===== src/rtl/uart_pkg.sv =====
// Shared types and constants for the shared-UART transmit path: FSM state encoding,
// default bit timing, and a helper that derives the sample-tick divider from clock and baud.
package uart_pkg;

  typedef enum logic [1:0] {
    IDLE  = 2'd0,
    START = 2'd1,
    DATA  = 2'd2,
    STOP  = 2'd3
  } uart_state_e;

  localparam int DEF_CLK_DIV    = 326;
  localparam int DEF_OVERSAMPLE = 16;
  localparam int DEF_DATA_W     = 8;

  // Rounded to nearest: 50 MHz / (9600 * 16) = 325.52 -> 326.
  function automatic int calc_clk_div(input int clk_hz, input int baud, input int oversample);
    int tick_hz;
    tick_hz = baud * oversample;
    return (clk_hz + tick_hz / 2) / tick_hz;
  endfunction

endpackage


===== src/rtl/uart_tx_arbiter_if.sv =====
// Byte-request handshake between two requesters and the shared UART transmitter.
// master = requester side, slave = arbiter side.
interface uart_tx_arbiter_if
  import uart_pkg::*;
#(
  parameter int DATA_W = DEF_DATA_W
);
  logic              req0_valid;
  logic [DATA_W-1:0] req0_data;
  logic              req0_ready;
  logic              req1_valid;
  logic [DATA_W-1:0] req1_data;
  logic              req1_ready;

  modport master (
    output req0_valid, req0_data, req1_valid, req1_data,
    input  req0_ready, req1_ready
  );

  modport slave (
    input  req0_valid, req0_data, req1_valid, req1_data,
    output req0_ready, req1_ready
  );
endinterface


===== src/rtl/uart_tick_gen.sv =====
// Sample-tick clock enable: counts 0..CLK_DIV-1 while enabled and pulses tick for one
// cycle on the terminal count. clr restarts the count so a new frame gets full-length bits.
module uart_tick_gen
  import uart_pkg::*;
#(
  parameter int CLK_DIV = DEF_CLK_DIV
) (
  input  logic clkin,
  input  logic rst,
  input  logic clr,
  input  logic en,
  output logic tick
);
  localparam int            CW   = $clog2(CLK_DIV);
  localparam logic [CW-1:0] LAST = CW'(CLK_DIV - 1);

  logic [CW-1:0] cnt_q, cnt_d;

  // NOTE: every output of a combinational block gets a default first, so no path
  // leaves it unassigned and no latch is inferred.
  always_comb begin
    cnt_d = cnt_q;
    tick  = 1'b0;
    if (clr) begin
      cnt_d = '0;
    end else if (en) begin
      if (cnt_q == LAST) begin
        cnt_d = '0;
        tick  = 1'b1;
      end else begin
        cnt_d = cnt_q + 1'b1;
      end
    end
  end

  // NOTE: state registers use non-blocking assignments so every flop samples the
  // pre-edge values regardless of block ordering.
  always_ff @(posedge clkin) begin
    if (rst) cnt_q <= '0;
    else     cnt_q <= cnt_d;
  end

endmodule


===== src/rtl/uart_tx_arbiter.sv =====
// Two-requester round-robin arbiter in front of a single 8N1 transmitter with
// OVERSAMPLE sample ticks per bit. Arbitration, FSM and shifter live here.
module uart_tx_arbiter
  import uart_pkg::*;
#(
  parameter int CLK_DIV    = DEF_CLK_DIV,
  parameter int OVERSAMPLE = DEF_OVERSAMPLE,
  parameter int DATA_W     = DEF_DATA_W
) (
  input  logic             clkin,
  input  logic             rst,
  uart_tx_arbiter_if.slave req,
  output logic             txd,
  output logic             busy,
  output logic             grant
);
  localparam int               OS_W     = $clog2(OVERSAMPLE);
  localparam int               BIT_W    = $clog2(DATA_W);
  localparam logic [OS_W-1:0]  OS_LAST  = OS_W'(OVERSAMPLE - 1);
  localparam logic [BIT_W-1:0] BIT_LAST = BIT_W'(DATA_W - 1);

  uart_state_e       state_q, state_d;
  logic [DATA_W-1:0] shift_q, shift_d;
  logic [OS_W-1:0]   os_q, os_d;
  logic [BIT_W-1:0]  bit_q, bit_d;
  logic              grant_q, grant_d;
  logic              last_grant_q, last_grant_d;

  logic idle, sel0, sel1, accept, tick;

  // On a tie the requester that did not own the previous frame wins.
  always_comb begin
    idle           = (state_q == IDLE);
    sel1           = req.req1_valid && (!req.req0_valid || !last_grant_q);
    sel0           = req.req0_valid && !sel1;
    req.req0_ready = !rst && idle && sel0;
    req.req1_ready = !rst && idle && sel1;
    accept         = req.req0_ready || req.req1_ready;
  end

  uart_tick_gen #(.CLK_DIV(CLK_DIV)) u_tick (
    .clkin (clkin),
    .rst   (rst),
    .clr   (accept),
    .en    (!idle),
    .tick  (tick)
  );

  always_comb begin
    state_d      = state_q;
    shift_d      = shift_q;
    os_d         = os_q;
    bit_d        = bit_q;
    grant_d      = grant_q;
    last_grant_d = last_grant_q;
    if (idle) begin
      if (accept) begin
        state_d      = START;
        shift_d      = sel1 ? req.req1_data : req.req0_data;
        grant_d      = sel1;
        last_grant_d = sel1;
        os_d         = '0;
        bit_d        = '0;
      end
    end else if (tick) begin
      if (os_q != OS_LAST) begin
        os_d = os_q + 1'b1;
      end else begin
        os_d = '0;
        unique case (state_q)
          START: state_d = DATA;
          DATA: begin
            shift_d = shift_q >> 1;
            if (bit_q == BIT_LAST) begin
              bit_d   = '0;
              state_d = STOP;
            end else begin
              bit_d = bit_q + 1'b1;
            end
          end
          STOP:    state_d = IDLE;
          default: state_d = IDLE;
        endcase
      end
    end
  end

  always_ff @(posedge clkin) begin
    if (rst) begin
      state_q      <= IDLE;
      os_q         <= '0;
      bit_q        <= '0;
      grant_q      <= 1'b0;
      last_grant_q <= 1'b1;
    end else begin
      state_q      <= state_d;
      os_q         <= os_d;
      bit_q        <= bit_d;
      grant_q      <= grant_d;
      last_grant_q <= last_grant_d;
    end
  end

  // NOTE: the shifter is pure datapath, always loaded before it is read, so it
  // carries no reset.
  always_ff @(posedge clkin) begin
    shift_q <= shift_d;
  end

  always_comb begin
    unique case (state_q)
      START:   txd = 1'b0;
      DATA:    txd = shift_q[0];
      default: txd = 1'b1;
    endcase
    busy  = !idle;
    grant = grant_q;
  end

endmodule


===== src/flat_wrapper.sv =====
// flat-port wrapper written by rule: the top's interface ports become plain ports
module uart_tx_arbiter_flat import uart_pkg::*;
#(
  parameter int CLK_DIV    = DEF_CLK_DIV,
  parameter int OVERSAMPLE = DEF_OVERSAMPLE,
  parameter int DATA_W     = DEF_DATA_W
)
  (clkin, rst, txd, busy, grant, req_req0_valid, req_req0_data, req_req1_valid, req_req1_data, req_req0_ready, req_req1_ready);
  uart_tx_arbiter_if #(.DATA_W(DATA_W)) req_i ();
  input  logic clkin;
  input  logic rst;
  output logic txd;
  output logic busy;
  output logic grant;
  input wire logic [$bits(req_i.req0_valid)-1:0] req_req0_valid;
  input wire logic [$bits(req_i.req0_data)-1:0] req_req0_data;
  input wire logic [$bits(req_i.req1_valid)-1:0] req_req1_valid;
  input wire logic [$bits(req_i.req1_data)-1:0] req_req1_data;
  output wire logic [$bits(req_i.req0_ready)-1:0] req_req0_ready;
  output wire logic [$bits(req_i.req1_ready)-1:0] req_req1_ready;
  assign req_i.req0_valid = req_req0_valid;
  assign req_i.req0_data = req_req0_data;
  assign req_i.req1_valid = req_req1_valid;
  assign req_i.req1_data = req_req1_data;
  assign req_req0_ready = req_i.req0_ready;
  assign req_req1_ready = req_i.req1_ready;
  uart_tx_arbiter #(.CLK_DIV(CLK_DIV), .OVERSAMPLE(OVERSAMPLE), .DATA_W(DATA_W)) u_core (.clkin(clkin), .rst(rst), .req(req_i), .txd(txd), .busy(busy), .grant(grant));
endmodule

===== config.mk =====
export PLATFORM = sky130hd
export DESIGN_NAME = uart_tx_arbiter_flat
export DESIGN_NICKNAME = d
export VERILOG_FILES = /design/src/rtl/uart_pkg.sv /design/src/rtl/uart_tx_arbiter_if.sv /design/src/rtl/uart_tick_gen.sv /design/src/rtl/uart_tx_arbiter.sv /design/src/flat_wrapper.sv
export SDC_FILE = /design/constraint.sdc
export NUM_CORES = 1
export LEC_CHECK = 0
export CAP_MARGIN = 15
export CORE_MARGIN = 1.5
export CORE_UTILIZATION = 47
export DETAILED_ROUTE_END_ITERATION = 7
export PLACE_DENSITY_LB_ADDON = 0.2
export SYNTH_ARGS = -nofsm -noshare
export SYNTH_HDL_FRONTEND = slang
export SYNTH_SLANG_ARGS = --single-unit

===== constraint.sdc =====
create_clock -name clkin -period 1.9 [get_ports clkin]
set_input_delay 0.285 -clock clkin [delete_from_list [all_inputs] [get_ports clkin]]
set_output_delay 0.285 -clock clkin [all_outputs]
set_load 0.05 [all_outputs]

==> impl_metrics.tcl <==
set metrics [dict create \
    status "finished, final reports clean" \
    cts_buffers 3 \
    switching_power_mw 0.447 \
    dpl.hpwl_um 2440 \
    via_per_inst 5.15 \
    ys_ff_latch 28 \
    antenna_found_initial 0 \
    drtPass1Iterations 4 \
    ant_nets 0 \
    syn2layout_area_growth_pct 29.1 \
    cts_tree "built" \
    dp_cells 234 \
    cts_hold_buf 0 \
    ys_async_sr_fraction_pct 0 \
    finalMaxSlewViolations 0 \
    routedWlPerCell_um 13.0 \
    rsz0062_at_grt "false" \
    reg2reg_depth 8 \
    drive_gt1_share_pct 13.8 \
    grt_pass1_vias 1157 \
    ys_warn_count 0 \
    vdd_ir_drop_max_mv 0.367 \
    clkTransAtPathRegs_ps 150 \
    fin_skew_ps 4.84 \
    cp-start-kind "input pin" \
    worst-path-max-fanout 10 \
    insertion_delay_ps 330 \
    cap_violations 0 \
    synthFlopType "dfxtp_1" \
    synth_edf_count 8 \
    timing.rr.start "u_core.state_q[1]" \
    instances_no_fill 239 \
    cts_sinks 28 \
    root_buffer "clkbuf_4" \
    netlist_area_um2 1490 \
    syn_inst 160 \
    portBuffers 24 \
    finalSetupViolations 0 \
    r2r-end "u_core.os_q[2]" \
    routed_wl_um 3110 \
    die_h_um 59.3 \
    tightest_slew_ps 493 \
    post-route-period-util_pct 94.9 \
    clock_power_share_pct 20.5 \
    relSlewSlack_pct 67.1 \
    gp_congestion 0.782 \
    htree_levels 1 \
    power.total_mw 1.44 \
    clk_path_buf_depth 2 \
    ioPinCount 25 \
    whs_path_depth 2 \
    overflow 0 \
    vias 1231 \
    start_util_pct 49.2 \
    cp.arrival_ps 1520 \
    drt_iter0_drc 45 \
    dieArea_um2 3520 \
    hold_end "u_core.os_q[1]" \
    crit_type "input pin to output pin" \
    antennaDiodeCount 0 \
    critPathTopFamily "buffers and inverters" \
    crit_chain "clkdlybuf4s50_1 > a21boi_1 > buf_4 > nor3b_2 > buf_6" \
    hold_start "u_core.os_q[1]" \
    grt_max_degree 16 \
    seqPwrFrac_pct 47.7 \
    critPathBufInv 3 \
    coreArea_um2 3030 \
    drc 0 \
    p_sw_share_pct 31.0 \
    track_usage_pct 18.9 \
    min_period_ps 1800 \
    grt_pass1_wl_um 5030 \
    combPwrFrac_pct 31.8 \
    worstPathRequired_ps 1620 \
    row_count 20 \
    slowest_stage "clkdlybuf4s50_1" \
    seq_area_frac_synth_pct 43.0 \
    power_density_nw_per_um2 751 \
    fp.dieW_um 59.3 \
    synth_cell_types 37 \
    syn-num-nets 189 \
    intPower_mw 0.997 \
    synth_top_area_share_pct 26.9 \
    max_freq_mhz 555 \
    hp-class "flop to flop" \
    critPathMaxStageDelay_ps 520 \
    synth_top_area_cell "dfxtp_1" \
    leakagePower_nw 0.744 \
    yosys-top-cells-area "dfxtp_1 (27%), edfxtp_1 (16%), ha_1 (7.6%)" \
    rrSetupSlack_ps 130 \
    finalNetCount 225 \
    hold_viol_final 0 \
    cp-end-kind "output pin" \
    synth.avg_cell_area_um2 9.31 \
]
area by class of cell:
type	instances	area [um^2]
timing repair buffer	36	349
multi-input combinational	118	808
fill	264	1100
sequential	28	641
inverter	9	33.8
tap	44	55.1
clock buffer	4	36.3
power groups by stage:
stage	combinational, mW	clock (mW)	sequential, mW
global placement	0.419	0	0.700
detailed placement	0.433	0	0.703
global route	0.495	0.321	0.694
floorplan	0.256	0	0.705
finish	0.459	0.295	0.689
CTS	0.450	0.299	0.690
cell usage after synthesis, types with 3 or more instances:
cell      instances
nor2_1           19
nor2b_1           3
xor2_1            3
edfxtp_1          8
inv_1             9
o21ai_0           9
nand4_1           3
a21oi_1          12
dfxtp_1          20
mux2i_1          11
ha_1              9
nand2_1          12
or3_1             3
nand3_1           6
worst max path at each step:
stage,start,to,slack [ps],depth (start not counted)
floorplan,u_core.state_q[0],u_core.shift_q[0],30,5
global placement,req_req1_valid,req_req0_ready,130,5
detailed placement,req_req1_valid,u_core.shift_q[0],50,5
CTS,u_core.state_q[0],req_req1_ready,-10,5
global route,req_req1_valid,req_req0_ready,9,5
finish,req_req1_valid,req_req0_ready,100,5
stage by stage:
step	hold slack, ps	instance area [um^2]	TNS (ps)	utilization [%]	worst slack (ps)
detailed placement	473	1850	0	61.2	54.9
finish	496	1920	0	63.5	97.5
global route	505	1920	0	63.5	9.05
CTS	491	1910	-9.92	63.0	-9.92
global placement	455	1850	0	61.2	133
floorplan	357	1500	0	-	33.1
logic make-up after synthesis:
| logic type | after synthesis | share of synthesized area (%) |
|---|---|---|
| and+or+nand+nor | 59 | 20.7 |
| adders and majority gates | 9 | 7.56 |
| DFF | 28 | 43.0 |
| AOI/OAI and AO/OA | 34 | 13.8 |
| buffers and inverters | 14 | 4.62 |
| xor gates and xnor gates | 5 | 2.94 |
| muxes | 11 | 7.39 |
layer usage:
metal  global-route usage, %  routed length (um)
met3                    2.18                  59
met5                       0                   0
met2                    31.6                1550
met1                    25.0                1480
met4                    6.82                  19
cells in the final DEF, fill, tap and decap left out, types with 2 or more instances in the layout:
master / instances
clkdlybuf4s50_1: 20
dfxtp_1: 20
nor2_1: 19
buf_4: 13
a21oi_1: 12
nand2_1: 12
mux2i_1: 11
inv_1: 9
o21ai_0: 8
ha_1: 8
edfxtp_1: 8
nand3_1: 6
xor2_1: 3
or3_1: 3
nand4_1: 3
clkbuf_4: 3
nor2b_1: 2
and3_1: 2
o22ai_1: 2
and2_1: 2
nor3_1: 2
a21o_1: 2
xnor2_1: 2
o41ai_1: 2
buf_12: 2
worst register-to-register path: stages, from the launching register on:
cell and delay, ps:
dfxtp_1 410, inv_1 110, ha_4 200, buf_4 150
buf_4 150, nor2_1 220, nand3_1 170, nor3b_1 230
a21o_1 110
state kept, by name (all words and copies together), names as in the netlist:
register	count
u_core.shift_q	8
u_core.state_q	2
u_core.u_tick.cnt_q	9
u_core.grant	1
u_core.os_q	4
u_core.last_grant_q	1
u_core.bit_q	3
what timing repair did:
action	CTS	global route
gates cloned	0	0
gates resized for setup	4	2
pin swaps	0	1
buffers inserted	0	1
endpoints found under the setup margin	3	2
Power figures use the tool's default switching activity.
